===== config.mk =====
export PLATFORM = sky130hd
export DESIGN_NAME = instr_encoder
export DESIGN_NICKNAME = d
export VERILOG_FILES = /design/src/rtl/instr_encoder_pkg.sv /design/src/rtl/instr_fmt_pack.sv /design/src/rtl/instr_encoder.sv
export SDC_FILE = /design/constraint.sdc
export NUM_CORES = 1
export LEC_CHECK = 0
export CORE_UTILIZATION = 45
export DETAILED_ROUTE_END_ITERATION = 16
export PLACE_DENSITY = 0.87
export SETUP_SLACK_MARGIN = 0.3
export SYNTH_ARGS = -nofsm -noshare
export SYNTH_HDL_FRONTEND = slang
export SYNTH_SLANG_ARGS = --single-unit
export TNS_END_PERCENT = 1

===== constraint.sdc =====
create_clock -name I_clk -period 10.3 [get_ports I_clk]
set_input_delay 3.09 -clock I_clk [delete_from_list [all_inputs] [get_ports I_clk]]
set_output_delay 3.09 -clock I_clk [all_outputs]
set_load 0.01 [all_outputs]

===== src/rtl/instr_encoder_pkg.sv =====
// Shared definitions for the instruction encoder: RV32 opcode classes (instr[6:2]),
// encoding format IDs and the opcode/funct3 to format mapping.
package instr_encoder_pkg;

    localparam logic [4:0] OP_LOAD    = 5'b00000;
    localparam logic [4:0] OP_MISCMEM = 5'b00011;
    localparam logic [4:0] OP_OPIMM   = 5'b00100;
    localparam logic [4:0] OP_AUIPC   = 5'b00101;
    localparam logic [4:0] OP_STORE   = 5'b01000;
    localparam logic [4:0] OP_OP      = 5'b01100;
    localparam logic [4:0] OP_LUI     = 5'b01101;
    localparam logic [4:0] OP_BRANCH  = 5'b11000;
    localparam logic [4:0] OP_JALR    = 5'b11001;
    localparam logic [4:0] OP_JAL     = 5'b11011;
    localparam logic [4:0] OP_SYSTEM  = 5'b11100;

    localparam logic [31:0] ILLEGAL_WORD_DFLT = 32'h0000_0000;

    // FMT_ISH is the I-type shift-immediate form (funct7 + 5-bit shamt)
    typedef enum logic [2:0] {
        FMT_R, FMT_I, FMT_ISH, FMT_S, FMT_B, FMT_U, FMT_J, FMT_BAD
    } fmt_e;

    function automatic fmt_e fmt_of(input logic [4:0] opcode, input logic [2:0] funct3);
        fmt_e f;
        case (opcode)
            OP_OP:     f = FMT_R;
            OP_OPIMM:  f = (funct3 == 3'b001 || funct3 == 3'b101) ? FMT_ISH : FMT_I;
            OP_LOAD, OP_JALR, OP_SYSTEM, OP_MISCMEM: f = FMT_I;
            OP_STORE:  f = FMT_S;
            OP_BRANCH: f = (funct3 == 3'b010 || funct3 == 3'b011) ? FMT_BAD : FMT_B;
            OP_LUI, OP_AUIPC: f = FMT_U;
            OP_JAL:    f = FMT_J;
            default:   f = FMT_BAD;
        endcase
        return f;
    endfunction

endpackage


===== src/rtl/instr_fmt_pack.sv =====
// Combinational field packer: instruction fields in, {err, word} out.
// Out-of-range immediates and unknown opcodes produce err=1 and ILLEGAL_WORD.
module instr_fmt_pack
    import instr_encoder_pkg::*;
#(
    parameter logic [31:0] ILLEGAL_WORD = ILLEGAL_WORD_DFLT
) (
    input  logic [4:0]  opcode,
    input  logic [4:0]  rd,
    input  logic [4:0]  rs1,
    input  logic [4:0]  rs2,
    input  logic [2:0]  funct3,
    input  logic [6:0]  funct7,
    input  logic [31:0] imm,
    output logic        err,
    output logic [31:0] word
);

    fmt_e        fmt;
    logic        ok;
    logic        i_ok, b_ok, j_ok, u_ok;
    logic [31:0] raw;

    always_comb begin
        fmt  = fmt_of(opcode, funct3);
        // sign-extension checks: every bit above the field must equal the sign bit
        i_ok = (&imm[31:11]) | ~(|imm[31:11]);
        b_ok = ~imm[0] & ((&imm[31:12]) | ~(|imm[31:12]));
        j_ok = ~imm[0] & ((&imm[31:20]) | ~(|imm[31:20]));
        u_ok = ~(|imm[11:0]);
        raw  = '0;
        ok   = 1'b0;
        case (fmt)
            FMT_R: begin
                raw = {funct7, rs2, rs1, funct3, rd, opcode, 2'b11};
                ok  = 1'b1;
            end
            FMT_I: begin
                raw = {imm[11:0], rs1, funct3, rd, opcode, 2'b11};
                ok  = i_ok;
            end
            FMT_ISH: begin
                raw = {funct7, imm[4:0], rs1, funct3, rd, opcode, 2'b11};
                ok  = 1'b1;
            end
            FMT_S: begin
                raw = {imm[11:5], rs2, rs1, funct3, imm[4:0], opcode, 2'b11};
                ok  = i_ok;
            end
            FMT_B: begin
                raw = {imm[12], imm[10:5], rs2, rs1, funct3, imm[4:1], imm[11], opcode, 2'b11};
                ok  = b_ok;
            end
            FMT_U: begin
                raw = {imm[31:12], rd, opcode, 2'b11};
                ok  = u_ok;
            end
            FMT_J: begin
                raw = {imm[20], imm[10:1], imm[11], imm[19:12], rd, opcode, 2'b11};
                ok  = j_ok;
            end
            default: begin
                raw = '0;
                ok  = 1'b0;
            end
        endcase
        err  = ~ok;
        word = ok ? raw : ILLEGAL_WORD;
    end

endmodule


===== src/rtl/instr_encoder.sv =====
// Instruction encoder: packs field-level requests into RV32IM words and queues
// them, with their error flag, in a DEPTH-entry FIFO with valid/ready on both sides.
module instr_encoder
    import instr_encoder_pkg::*;
#(
    parameter int          DEPTH        = 2,
    parameter logic [31:0] ILLEGAL_WORD = ILLEGAL_WORD_DFLT
) (
    input  logic                     I_clk,
    input  logic                     I_reset,
    input  logic                     I_valid,
    output logic                     O_ready,
    input  logic [4:0]               I_opcode,
    input  logic [4:0]               I_rd,
    input  logic [4:0]               I_rs1,
    input  logic [4:0]               I_rs2,
    input  logic [2:0]               I_funct3,
    input  logic [6:0]               I_funct7,
    input  logic [31:0]              I_imm,
    output logic                     O_valid,
    input  logic                     I_ready,
    output logic [31:0]              O_instr,
    output logic                     O_err,
    output logic [$clog2(DEPTH):0]   O_count
);

    localparam int             PW   = $clog2(DEPTH);
    localparam int             CW   = PW + 1;
    localparam logic [CW-1:0]  FULL = CW'(DEPTH);

    logic [PW-1:0] wr_ptr, rd_ptr;
    logic [CW-1:0] count;
    logic [32:0]   mem [DEPTH];
    logic          enc_err;
    logic [31:0]   enc_word;
    logic          push, pop;

    instr_fmt_pack #(.ILLEGAL_WORD(ILLEGAL_WORD)) u_pack (
        .opcode (I_opcode),
        .rd     (I_rd),
        .rs1    (I_rs1),
        .rs2    (I_rs2),
        .funct3 (I_funct3),
        .funct7 (I_funct7),
        .imm    (I_imm),
        .err    (enc_err),
        .word   (enc_word)
    );

    // ready depends only on occupancy, so a full FIFO refuses even while popping
    assign O_ready = (count != FULL);
    assign O_valid = (count != '0);
    assign push    = I_valid && O_ready;
    assign pop     = O_valid && I_ready;
    assign O_instr = O_valid ? mem[rd_ptr][31:0] : ILLEGAL_WORD;
    assign O_err   = O_valid & mem[rd_ptr][32];
    assign O_count = count;

    always_ff @(posedge I_clk) begin
        if (I_reset) begin
            wr_ptr <= '0;
            rd_ptr <= '0;
            count  <= '0;
        end else begin
            if (push) wr_ptr <= wr_ptr + PW'(1);
            if (pop)  rd_ptr <= rd_ptr + PW'(1);
            case ({push, pop})
                2'b10:   count <= count + CW'(1);
                2'b01:   count <= count - CW'(1);
                default: count <= count;
            endcase
        end
    end

    always_ff @(posedge I_clk) begin
        if (push && !I_reset) mem[wr_ptr] <= {enc_err, enc_word};
    end

endmodule


==> impl_results.md <==
* Final Max Slew Viols at 0
* CTS clock-pin slew for the worst setup and hold paths at 0.08 ns
* Net Sw Power at 317 uW
* Sequential fraction of design power at 39.5%
* Layout Nets at 499
* CTS buffer count at 9
* Placed insts at 523
* Mapped Avg Cell Area at 11.2 um2
* CTS Sinks at 69
* Clk pwr share at 21.0%
* Final Cycle Share at approximately 58%
* DR vias at 3190
* Final hold vios at 0
* Most common cell after layout, fill and taps aside: clkdlybuf4s50_1
* PwrDens at ~190 nW/um2
* Min-delay worst type: register to register
* Layout cell share with drive strength beyond 1 at 9.15%
* Post-cts resize count at 0
* Mapped cell area at 3760 um2
* Worst endpoint required time at between 10 and 15 ns
* Crit Path Class: input pin to register
* Global-route congestion overflow total at 0
* Post-synthesis cell type count at 59
* Clk root buf: clkbuf_8
* Post-synth EDFFs at 64
* Total die area at 8730 um2
* CP cell instances: clkdlybuf4s50_1, nand2b_1, a2111oi_2, a2111o_1, a31oi_2, nor3_4, buf_4, nor2_1
* Setup_tns at 0 ns
* Via/cell ratio at 5.92
* Fin util at ~63%
* # diodes at 0
* Run status: complete, no violations
* Switch share at 33.8%
* Flops & latches, synth at 69
* Initial Util at 47.7%
* Initial antenna violation count at 0
* Slew at the pin with the worst max-slew slack at 1.02 ns
* CTS tree: done
* Die Ht at 93.4 um
* Syn Nets at 403
* Final cell count without fillers at 539
* Leak pwr at 0.00162 uW
* Worst stage delay on the critical path at a little over 0.6 ns
* First-pass GRT wire length at 15.2 mm
* Die W at roughly 93 um
* Ys async rst share at 0%
* Post-Syn Instances at between 300 and 400
* Vias in the first global route at 3038
* Worst EP arrival at 6.06 ns
* Crit Path Max Fanout at 22
* Worst Setup Start Kind: input pin
* PortBufs at 102
* Internal power at 621 uW
* Max-cap viol count at 0
* Routed WL at 9.74 mm
* Part of the power in combinational logic at 39.5%
* DRC Markers at 0
* Post-DP HPWL at 6.95 mm
* Fin crit period at between 5 and 6 ns
* Core Area at 7890 um2
* Worst-Skew Late Latency at 0.35 ns
* DR WL/cell at around 18 um
* Crit end category: register
* RSZ-0062 raised after global routing: no
* Area grow syn2layout at 32.9%
* Hold_buf cts at 0
* Clk buf depth at 2
* Synth Warn # at 0
* Rows at 32
* # H-tree levels at 3
* Remaining antenna violation count at 0
* Skew final at 0.00651 ns
* Crit-path slowest cell: clkdlybuf4s50_1
* I/O pins at 103
* Worst vdd ir at between 80 and 90 uV
* GRT Util Overall at between 20% and 30%
* Drt first pass iters at 5
* Seq/Total Area, Yosys at 53.7%
* Worst slew margin at 32.2%
* Most frequent cells in the layout: clkdlybuf4s50_1 (102), edfxtp_1 (64), nor2_1 (55)
* Largest net degree at the start of global routing at 34
* Max Fclk at ~170 MHz
* Gp weighted congestion at between 0.8 and 0.9
* Final setup fails at 0
* Postcts setup bufs at 0
* Drt initial violations at around 370
* Ys flop type: edfxtp_1
-- synthesized netlist by cell type, types with 2 or more instances --
master | n | area (um2)
o21ai_0 | 17 | 85.1
nor2_1 | 56 | 210
buf_1 | 3 | 11.3
nand3b_1 | 2 | 15.0
inv_1 | 4 | 15.0
and2_1 | 3 | 18.8
and3_1 | 2 | 12.5
buf_2 | 5 | 25.0
a21oi_1 | 14 | 70.1
nand4_1 | 6 | 37.5
edfxtp_1 | 64 | 1920
nor2b_1 | 6 | 37.5
xor2_1 | 2 | 17.5
nor4_1 | 6 | 37.5
xnor2_1 | 3 | 26.3
nor3_4 | 2 | 32.5
nor3b_1 | 2 | 15.0
or3_1 | 2 | 12.5
nand3_1 | 5 | 25.0
buf_4 | 5 | 37.5
nor3_1 | 3 | 15.0
or4_1 | 2 | 15.0
nand2_1 | 11 | 41.3
buf_6 | 3 | 33.8
dfxtp_1 | 5 | 100
nor3b_2 | 2 | 25.0
mux2i_1 | 32 | 320
a2111oi_0 | 2 | 17.5
a22oi_1 | 14 | 105
nand2b_1 | 5 | 31.3
clkbuf_1 | 5 | 18.8
o21ai_1 | 3 | 15.0
or2_2 | 2 | 12.5
a222oi_1 | 7 | 70.1
a31oi_1 | 7 | 43.8
-- power groups by stage --
stage	Sequential, uW	Clock (uW)	Combinational (uW)
2_1_floorplan	353	0	203
3_3_place_gp	376	0	365
3_5_place_dp	378	0	372
4_1_cts	371	198	372
5_1_grt	375	211	403
6_report	371	197	371
-- layer usage --
layer / GRT usage, % / up-vias / share of wire, %
met5: 0 / - / 0
met1: 29.8 / 1488 / 39
met2: 37.7 / 197 / 49
li1: - / 1485 / -
met4: 8.72 / 0 / 1.9
met3: 5.53 / 20 / 9.9
-- final cells by class --
cell class	count	area, um2
clock buffer	9	124
clock inverter	7	48.8
fill	605	2890
inverter	5	18.8
multi-input combinational	241	1610
sequential	69	2020
tap	102	128
timing repair buffer	106	1050
-- registers in the layout (all words and copies together), names as in the netlist, named ones only --
signal / cells
wr_ptr: 1
mem: 64
O_count: 2
rd_ptr: 1
-- worst max-delay path: cells and delay by family --
family,cells,cell delay (ns)
AOI/OAI and AO/OA,3,1.08
buffers and inverters,2,0.98
and+or+nand+nor,3,0.89
-- metrics by stage --
step	worst slack (ns)	area, um2	power [uW]	hold WS [ns]
after global routing	4.16	5000	989	0.548
after CTS	4.38	5000	942	0.525
final	4.33	5000	938	0.526
after detailed placement	4.01	4830	750	0.504
after floorplan	4.24	3760	556	0.481
after global placement	4.21	4830	740	0.490
-- path summary, 6_finish.rpt --
kind | from | endpoint | slack, ns | cells after the start
max reg2reg | O_count[0]$_SDFFE_PP0P_ | O_count[1]$_SDFFE_PP0P_ | 8.26 | 7
min | rd_ptr$_SDFFE_PP0P_ | rd_ptr$_SDFFE_PP0P_ | 0.53 | 2
min reg2reg | rd_ptr$_SDFFE_PP0P_ | rd_ptr$_SDFFE_PP0P_ | 0.53 | 2
max | I_opcode[2] | mem[1][14]$_DFFE_PP_ | 4.33 | 8
-- logic make-up (layout without fill, tap and decap cells) --
logic type                 count (synthesis)  after routing  synth area share (%)
and+or+nand+nor                          123            123                  17.3
AOI/OAI and AO/OA                         80             80                  15.1
DFF                                       69             69                  53.7
muxes                                     32             32                  8.51
buffers and inverters                     26            127                  3.86
xor gates and xnor gates                   5              5                  1.16
adders and majority gates                  1              1                 0.333
No activity file was read; power rests on OpenSTA's default activity.
